`src/rtl/spi_log_arbiter.sv`:
```
// spi_log_arbiter
//
// Captures the first HDR_BYTES bytes of each SPI transaction. Each record is
// optionally prefixed with a free-running timestamp, MSB first. All-zero
// headers can be dropped. Records are serialised onto the UART TX byte
// stream, with a single-byte user command buffer merged in at lower priority.
//
// Handshake: a byte moves to the UART in exactly the cycle where
// uart_txd_strobe=1. The strobe is only raised while uart_txd_ready=1, and
// uart_txd is valid in that same cycle. user_txd_strobe is accepted only while
// user_txd_ready=1; strobes seen at other times are ignored.
//
// Ports:
//   clk, reset             system clock, synchronous active-high reset
//   log_enable             allow new transactions to be logged
//   spi_rx_strobe/cmd/data received SPI byte (cmd marks first of transaction)
//   user_txd_strobe/data   user byte in; user_txd_ready = buffer empty
//   uart_txd/_strobe       byte and write strobe to the UART FIFO
//   uart_txd_ready         UART FIFO can take a byte this cycle
//   drop_count/drop_clear  saturating count of lost transactions, and its clear
module spi_log_arbiter #(
  parameter int HDR_BYTES   = 4,
  parameter int TS_BITS     = 16,
  parameter int FILTER_ZERO = 1,
  parameter int DROP_BITS   = 8
) (
  input  logic                 clk,
  input  logic                 reset,
  input  logic                 log_enable,
  input  logic                 spi_rx_strobe,
  input  logic                 spi_rx_cmd,
  input  logic [7:0]           spi_rx_data,
  input  logic                 user_txd_strobe,
  input  logic [7:0]           user_txd_data,
  output logic                 user_txd_ready,
  output logic [7:0]           uart_txd,
  output logic                 uart_txd_strobe,
  input  logic                 uart_txd_ready,
  output logic [DROP_BITS-1:0] drop_count,
  input  logic                 drop_clear
);

  localparam int TSB       = TS_BITS / 8;
  localparam int REC_BYTES = TSB + HDR_BYTES;
  localparam int TSW       = (TS_BITS > 0) ? TS_BITS : 1;
  localparam int HW        = (HDR_BYTES > 1) ? $clog2(HDR_BYTES) : 1;
  localparam int EW        = (REC_BYTES > 1) ? $clog2(REC_BYTES) : 1;

  // CAPTURE corresponds to log_this; PENDING corresponds to rec_pending.
  typedef enum logic [1:0] {
    REC_IDLE    = 2'd0,
    REC_CAPTURE = 2'd1,
    REC_PENDING = 2'd2
  } rec_state_t;

  rec_state_t           state_q, state_d;
  logic [TSW-1:0]       ts_q;
  logic [TSW-1:0]       ts_latch_q;
  logic [7:0]           hdr_q [HDR_BYTES];
  logic [HW-1:0]        idx_q;
  logic [EW-1:0]        emit_q;
  logic                 user_pending_q;
  logic [7:0]           user_byte_q;
  logic [7:0]           uart_txd_q;
  logic [DROP_BITS-1:0] drop_q;

  logic       cmd_stb, cmd_accept, drop_inc, hdr_wr, hdr_last;
  logic       hdr_zero, rec_filtered, rec_active, rec_send, rec_last;
  logic       user_send, tx_send;
  logic [7:0] rec_byte, tx_byte;
  logic [31:0] ts_ext;
  logic [HW-1:0] hsel;
  int         e;

  assign cmd_stb    = spi_rx_strobe && spi_rx_cmd;
  assign cmd_accept = cmd_stb && log_enable && (state_q != REC_PENDING) && uart_txd_ready;
  assign drop_inc   = cmd_stb && log_enable && ((state_q == REC_PENDING) || !uart_txd_ready);
  assign hdr_wr     = spi_rx_strobe && !spi_rx_cmd && (state_q == REC_CAPTURE);
  assign hdr_last   = hdr_wr && (idx_q == HW'(HDR_BYTES - 1));

  always_comb begin
    hdr_zero = 1'b1;
    for (int i = 0; i < HDR_BYTES; i++) begin
      if (hdr_q[i] != 8'h00) hdr_zero = 1'b0;
    end
  end

  // The header is frozen while pending, so the filter result stays stable
  // and the record drops out in its first pending cycle.
  assign rec_filtered = (state_q == REC_PENDING) && (FILTER_ZERO != 0) && hdr_zero;
  assign rec_active   = (state_q == REC_PENDING) && !rec_filtered;
  assign rec_send     = !reset && rec_active && uart_txd_ready;
  assign rec_last     = rec_send && (emit_q == EW'(REC_BYTES - 1));
  // While a record is active, no user byte can be sent, so records are never
  // interleaved with user bytes.
  assign user_send    = !reset && user_pending_q && uart_txd_ready && !rec_active;
  assign tx_send      = rec_send || user_send;

  // Byte select within the record: timestamp bytes MSB first, then header.
  always_comb begin
    e        = int'(emit_q);
    ts_ext   = 32'(ts_latch_q);
    hsel     = HW'(e - TSB);
    rec_byte = 8'(ts_ext >> (8 * (TSB - 1 - e)));
    if (e >= TSB) rec_byte = hdr_q[hsel];
  end

  assign tx_byte = rec_send ? rec_byte : user_byte_q;

  // Record FSM: next-state logic
  always_comb begin
    state_d = state_q;
    case (state_q)
      REC_IDLE, REC_CAPTURE: begin
        if (cmd_stb) begin
          // A new command always ends any partial capture; it only starts a
          // fresh one if accepted.
          if (cmd_accept) state_d = (HDR_BYTES == 1) ? REC_PENDING : REC_CAPTURE;
          else            state_d = REC_IDLE;
        end else if (hdr_last) begin
          state_d = REC_PENDING;
        end
      end
      REC_PENDING: begin
        if (rec_filtered || rec_last) state_d = REC_IDLE;
      end
      default: state_d = REC_IDLE;
    endcase
  end

  // Record FSM: state register
  always_ff @(posedge clk) begin
    if (reset) state_q <= REC_IDLE;
    else       state_q <= state_d;
  end

  always_ff @(posedge clk) begin
    if (reset) begin
      ts_q           <= '0;
      idx_q          <= '0;
      emit_q         <= '0;
      user_pending_q <= 1'b0;
      uart_txd_q     <= 8'h00;
      drop_q         <= '0;
    end else begin
      ts_q <= ts_q + 1'b1;

      if (cmd_accept) begin
        hdr_q[0]   <= spi_rx_data;
        ts_latch_q <= ts_q;
        idx_q      <= HW'(1);
      end else if (hdr_wr) begin
        hdr_q[idx_q] <= spi_rx_data;
        idx_q        <= idx_q + 1'b1;
      end

      if (rec_last || rec_filtered) emit_q <= '0;
      else if (rec_send)            emit_q <= emit_q + 1'b1;

      if (user_send) begin
        user_pending_q <= 1'b0;
      end else if (user_txd_strobe && !user_pending_q) begin
        user_pending_q <= 1'b1;
        user_byte_q    <= user_txd_data;
      end

      if (tx_send) uart_txd_q <= tx_byte;

      if (drop_clear)                          drop_q <= '0;
      else if (drop_inc && (drop_q != '1))     drop_q <= drop_q + 1'b1;
    end
  end

  assign uart_txd_strobe = tx_send;
  assign uart_txd        = tx_send ? tx_byte : uart_txd_q;
  assign user_txd_ready  = !user_pending_q;
  assign drop_count      = drop_q;

endmodule

```
`config.mk`:
```
export PLATFORM = sky130hd
export DESIGN_NAME = spi_log_arbiter
export DESIGN_NICKNAME = d
export VERILOG_FILES = /design/src/rtl/spi_log_arbiter.sv
export SDC_FILE = /design/constraint.sdc
export NUM_CORES = 1
export LEC_CHECK = 0
export ABC_AREA = 1
export ABC_CLOCK_PERIOD_IN_PS = 2680
export CELL_PAD_IN_SITES_DETAIL_PLACEMENT = 1
export CELL_PAD_IN_SITES_GLOBAL_PLACEMENT = 1
export CORE_MARGIN = 2
export CORE_UTILIZATION = 40
export CTS_CLUSTER_SIZE = 12
export DETAILED_ROUTE_END_ITERATION = 6
export GPL_TIMING_DRIVEN = 1
export PLACE_DENSITY_LB_ADDON = 0.1
export SLEW_MARGIN = 20
export SYNTH_ARGS = -nofsm -noshare
export SYNTH_HDL_FRONTEND = slang
export SYNTH_SLANG_ARGS = --single-unit
```
`constraint.sdc`:
```
create_clock -name clk -period 2.68 [get_ports clk]
set_input_delay 0.536 -clock clk [delete_from_list [all_inputs] [get_ports clk]]
set_output_delay 0.536 -clock clk [all_outputs]
set_load 0.005 [all_outputs]
```
# Word-level counts from Yosys, hierarchy flattened
# Memory sizes are Yosys's and may differ from the RTL's.
# Index checks and enable logic that the tools add are counted.
dict set report totals {
  reg_bits 64
  mem_bits_rw 32
  elab_cells 95
  memories 1
}
dict set report classes {
  add_sub_neg 6
  n_lt_le_gt_ge 1
  eq_ne 8
  n_shift 1
  n_mux 24
  bitwise 2
  reduce_logical 42
}
# memory words word_bits rd rd_clocked_by_memory_dff write_ports line_no
set mem_list {}
lappend mem_list {hdr_q 4 8 5 0 1 59} ;# logic [7:0] hdr_q [HDR_BYTES];
# cell n
set ops {}
lappend ops {{$mux W8} 4}
lappend ops {{$reduce_bool A8 Y1} 4}
lappend ops {{$shr A16 B32 Y8} 1}
lappend ops {{$logic_and A1 B1 Y1} 18}
lappend ops {{$add A16 B1 Y16 const B} 1}
lappend ops {{$mux W1} 15}
lappend ops {{$reduce_or A2 Y1} 5}
lappend ops {{$add A8 B1 Y8 const B} 1}
lappend ops {{$mux W2} 4}
lappend ops {{$ne A8 B8 Y1 const B} 1}
lappend ops {{$reduce_or A8 Y1} 1}
lappend ops {{$logic_not A1 Y1} 6}
lappend ops {{$eq A2 B2 Y1 const B} 2}
lappend ops {{$pmux W2 S2} 1}
lappend ops {{$reduce_and A2 Y1} 2}
lappend ops {{$sub A1 B3 Y4 const A} 1}
lappend ops {{$add A3 B1 Y3 const B} 1}
lappend ops {{$eq A3 B3 Y1 const B} 1}
lappend ops {{$ge A3 B2 Y1 const B} 1}
lappend ops {{$logic_or A1 B1 Y1} 3}
lappend ops {{$ne A3 B3 Y1 const B} 1}
lappend ops {{$reduce_and A3 Y1} 1}
lappend ops {{$add A2 B1 Y2 const B} 1}
lappend ops {{$eq A2 B1 Y1 const B} 1}
lappend ops {{6 further kinds} 7}

# Longest topological paths before layout
# An unclocked memory read counts as a cell.
dict set report logic_depth {
  ltp_word 15
  depth_mapped 11
  mapped_depth_nobuf 10
}

# Least setup slack after synthesis
# No wires, ideal clock.
dict set report synth_timing {
  path_type {input -> register}
  startpoint {input log_enable}
  endpoint {memory hdr_q[0][0], enable pin}
  setup_ns 0.375
  arrival_ns 2.270
  t_required_ns 2.305
  setup_slack_ns 0.035
  stages 6
  path_cell_list {nand3_1 -> nor3_2 -> inv_1 -> nor2_1 -> a31oi_1 -> a21oi_1}
}
dict set report synth_between {
  elab_chain_len 8
}
# element line_no
set synth_lines {}
lappend synth_lines {{start, declared} 29} ;# input logic log_enable,
lappend synth_lines {{$logic_and A1 B1 Y1 * (3 in a row)} 76} ;# assign cmd_accept = cmd_stb && log_enable && (state_q != REC_PENDING) && uart_txd_ready;
lappend synth_lines {{$mux W1} 148} ;# if (cmd_accept) begin
lappend synth_lines {{$mux W1} 138} ;# if (reset) begin
lappend synth_lines {{$mux W1 (implied by the code)} 153} ;# hdr_q[idx_q] <= spi_rx_data;
lappend synth_lines {{$reduce_or A8 Y1 (no line)} -}
lappend synth_lines {{$mux W2 (no line) or $mux W1 (tied branches)} -}
lappend synth_lines {{end, declared} 59}
# Mark *: on every way between the ends. The rest lies on a longest branch, timed or not.

==> flow_summary.toml <==
[detailed_routing]
route.detailed.drc = 0
viasPerCell = 5.00
finalWirelength_mm = 11.9
firstDrtPassIters = 4
wire_per_inst_um = 16.0
drtIter0Drc = 165
detail-route-antenna-nets = 0
vias = 3700

[cells_and_area]
num-fill-cells = 1312
antennaDiodeCount = 0
finalNetCount = 621
final_cell_area_um2 = 5930
multi_input_area_um2 = 1850
seq_area_um2 = 2480
syn_to_final_growth_pct = 29.2
drive_gt1_share_pct = 27.0

[run]
maxCapViolations = 0

[placement]
place_congestion = 0.793
dp_hpwl_mm = 8.31
port_buffers = 41
placed_cell_area_um2 = 5270
place_ws_ns = -0.255

[synthesis]
synth.avg_cell_area_um2 = 9.24
ys.flop_type = "edfxtp_1"
syn_area_um2 = 4590
yosys.area.top_type_share_pct = 36.6
ys_ff_latch = 96
synth.area.top_cells = "edfxtp_1 37%, dfxtp_1 17%, nand2_1 5.6%"
synth_fp_nets = 526
synth_top_area_cell = "edfxtp_1"
yosysUniqueCellTypes = 43
async_flop_share_pct = 0
synth_edf_count = 56
yosysWarnings = 0
yosysMostFrequentCell = "nand2_1"
synthCells = 497
ys_top_cells_by_count = "69 x nand2_1, 60 x nor2_1, 59 x inv_1"
synth_seq_area_share_pct = 54.0

[critical_path]
end_kind = "output port"
startpoint_type = "flip-flop"
worstSetupStartpoint = "hdr_q[3][6]$_DFFE_PP_"
crit_type = "flip-flop to output port"
cp.arrival_ns = 2.02
worstPathMaxFanout = 5
cp.required_ns = 2.14
r2r_start = "state_q[0]$_SDFFE_PP0P_"

[power]
vdd_drop_max_mv = 0.320
p_total_w = 0.00302
p_per_area_nw_per_um2 = 510
p_leak_nw = 2.43

[timing]
clock_skew_ns = 0.00641
setup_ws_ns = 0.119
tightest_slew_ns = 0.615
slew_viol_final = 0
hold_viol_final = 0
fmax_mhz = 391
min_period_over_period_pct = 95.6
post-route-min-period_ns = 2.56
tns_ns = 0
slew_headroom_pct = 59.0
setup_viol = 0

[floorplanning]
rows = 39
coreArea_um2 = 11300
start_util_pct = 40.6
io_pins = 42
die_w_um = 111
die-area_um2 = 12400
die_h_um = 111

[grt]
grt_max_degree = 22
grt_pass1_vias = 3891
antenna_found_initial = 0
overflow = 0
grt_use_total_pct = 19.6
grt_pass1_wl_mm = 18.9

[cts]
clkTransAtPathRegs_ns = 0.06
clockBufferDepth = 2
cts_tree = "built"
root_buffer = "clkbuf_16"
cts_sinks = 96
worstSkewPairLatency_ns = 0.35
cts-hold-fix-buffers = 0
htreeDepth = 3
cts_buffers = 9

[min_path]
hold_class = "flip-flop to flip-flop"
min_from = "drop_count[4]$_SDFFE_PP0P_"

[status]
outcome = "finished, final reports clean"
-- cells in the final DEF, fill, tap and decap left out, types with 22 or more instances in the layout --
cell / synthesis / layout
inv_1: 59 / 51
nand2_1: 69 / 66
dfxtp_1: 40 / 39
a21oi_1: 35 / 34
nand3_2: 11 / 22
nor2_1: 60 / 50
clkdlybuf4s50_1: 0 / 30
buf_4: 1 / 47
nand3_1: 35 / 24
o21ai_0: 22 / 22
edfxtp_1: 56 / 56
-- critical path, cell delays in order (launching register included) --
cell and delay [ns]:
edfxtp_1 0.36, inv_1 0.12, nand2_2 0.07, nor2_2 0.11, nand2_1 0.08, nor2_2 0.16, nand2_4 0.13, nand2_8 0.10
buf_6 0.10, buf_4 0.10, nand3b_1 0.08, nand3_2 0.09, inv_2 0.04, dlymetal6s2s_1 0.14
-- power by group --
group,switching [W],internal (W)
logic,0.0000878,0.0000937
registers,0.0000114,0.00158
clock network,0.000537,0.000716
-- logic make-up (layout without fill, tap and decap cells) --
| family | after synthesis | after routing | synth area share [%] |
|---|---|---|---|
| compound gates | 78 | 78 | 9.37 |
| xor+xnor | 4 | 4 | 0.763 |
| simple gates | 227 | 228 | 25.7 |
| fa+ha+maj | 5 | 5 | 1.36 |
| buf+inv | 87 | 186 | 8.74 |
| flops | 96 | 96 | 54.0 |
-- state kept, by name (all words and copies together) (netlist names) --
signal / flops
user_pending_q: 1
state_q: 2
uart_txd_q: 8
hdr_q: 32
user_byte_q: 8
emit_q: 3
idx_q: 2
ts_latch_q: 16
drop_count: 8
ts_q: 16
-- timing repair --
item                                    4_1_cts  5_1_grt
setup buffers                                 8       20
cloned                                        1        0
resized for setup                            28       37
pin swaps                                    14       21
endpoints found under the setup margin        9       25
-- layer usage --
layer | up-vias | track usage, % | wire length (um)
met5 | - | 0 | 0
met4 | 0 | 9.14 | 340
met3 | 21 | 4.43 | 371
met2 | 57 | 33.1 | 5950
met1 | 1780 | 23.9 | 5200
li1 | 1842 | - | -
-- cell type report --
cell class / count / share of cell area, %
clock buffers: 11 / 3.92
clock inverters: 5 / 0.822
inverters: 74 / 4.76
multi-input cells: 315 / 31.1
flip-flops and latches: 96 / 41.9
well taps: 143 / 3.01
repair buffers: 96 / 14.5
-- stage by stage --
| step | util (%) | hold WS [ns] | instances |
|---|---|---|---|
| after floorplan | - | 0.430 | 497 |
| after detailed placement | 46.5 | 0.452 | 696 |
| final | 52.4 | 0.470 | 740 |
| after global placement | 46.5 | 0.444 | 696 |
| after global routing | 52.4 | 0.479 | 740 |
| after CTS | 50.3 | 0.474 | 721 |
-- worst paths after layout --
check / end / slack (ns) / cells after the start
max: uart_txd[7] / 0.12 / 13
min: drop_count[4]$_SDFFE_PP0P_ / 0.47 / 2
max reg2reg: hdr_q[2][7]$_DFFE_PP_ / 0.52 / 9
min reg2reg: drop_count[4]$_SDFFE_PP0P_ / 0.47 / 2
No activity file was read; power rests on OpenSTA's default activity.
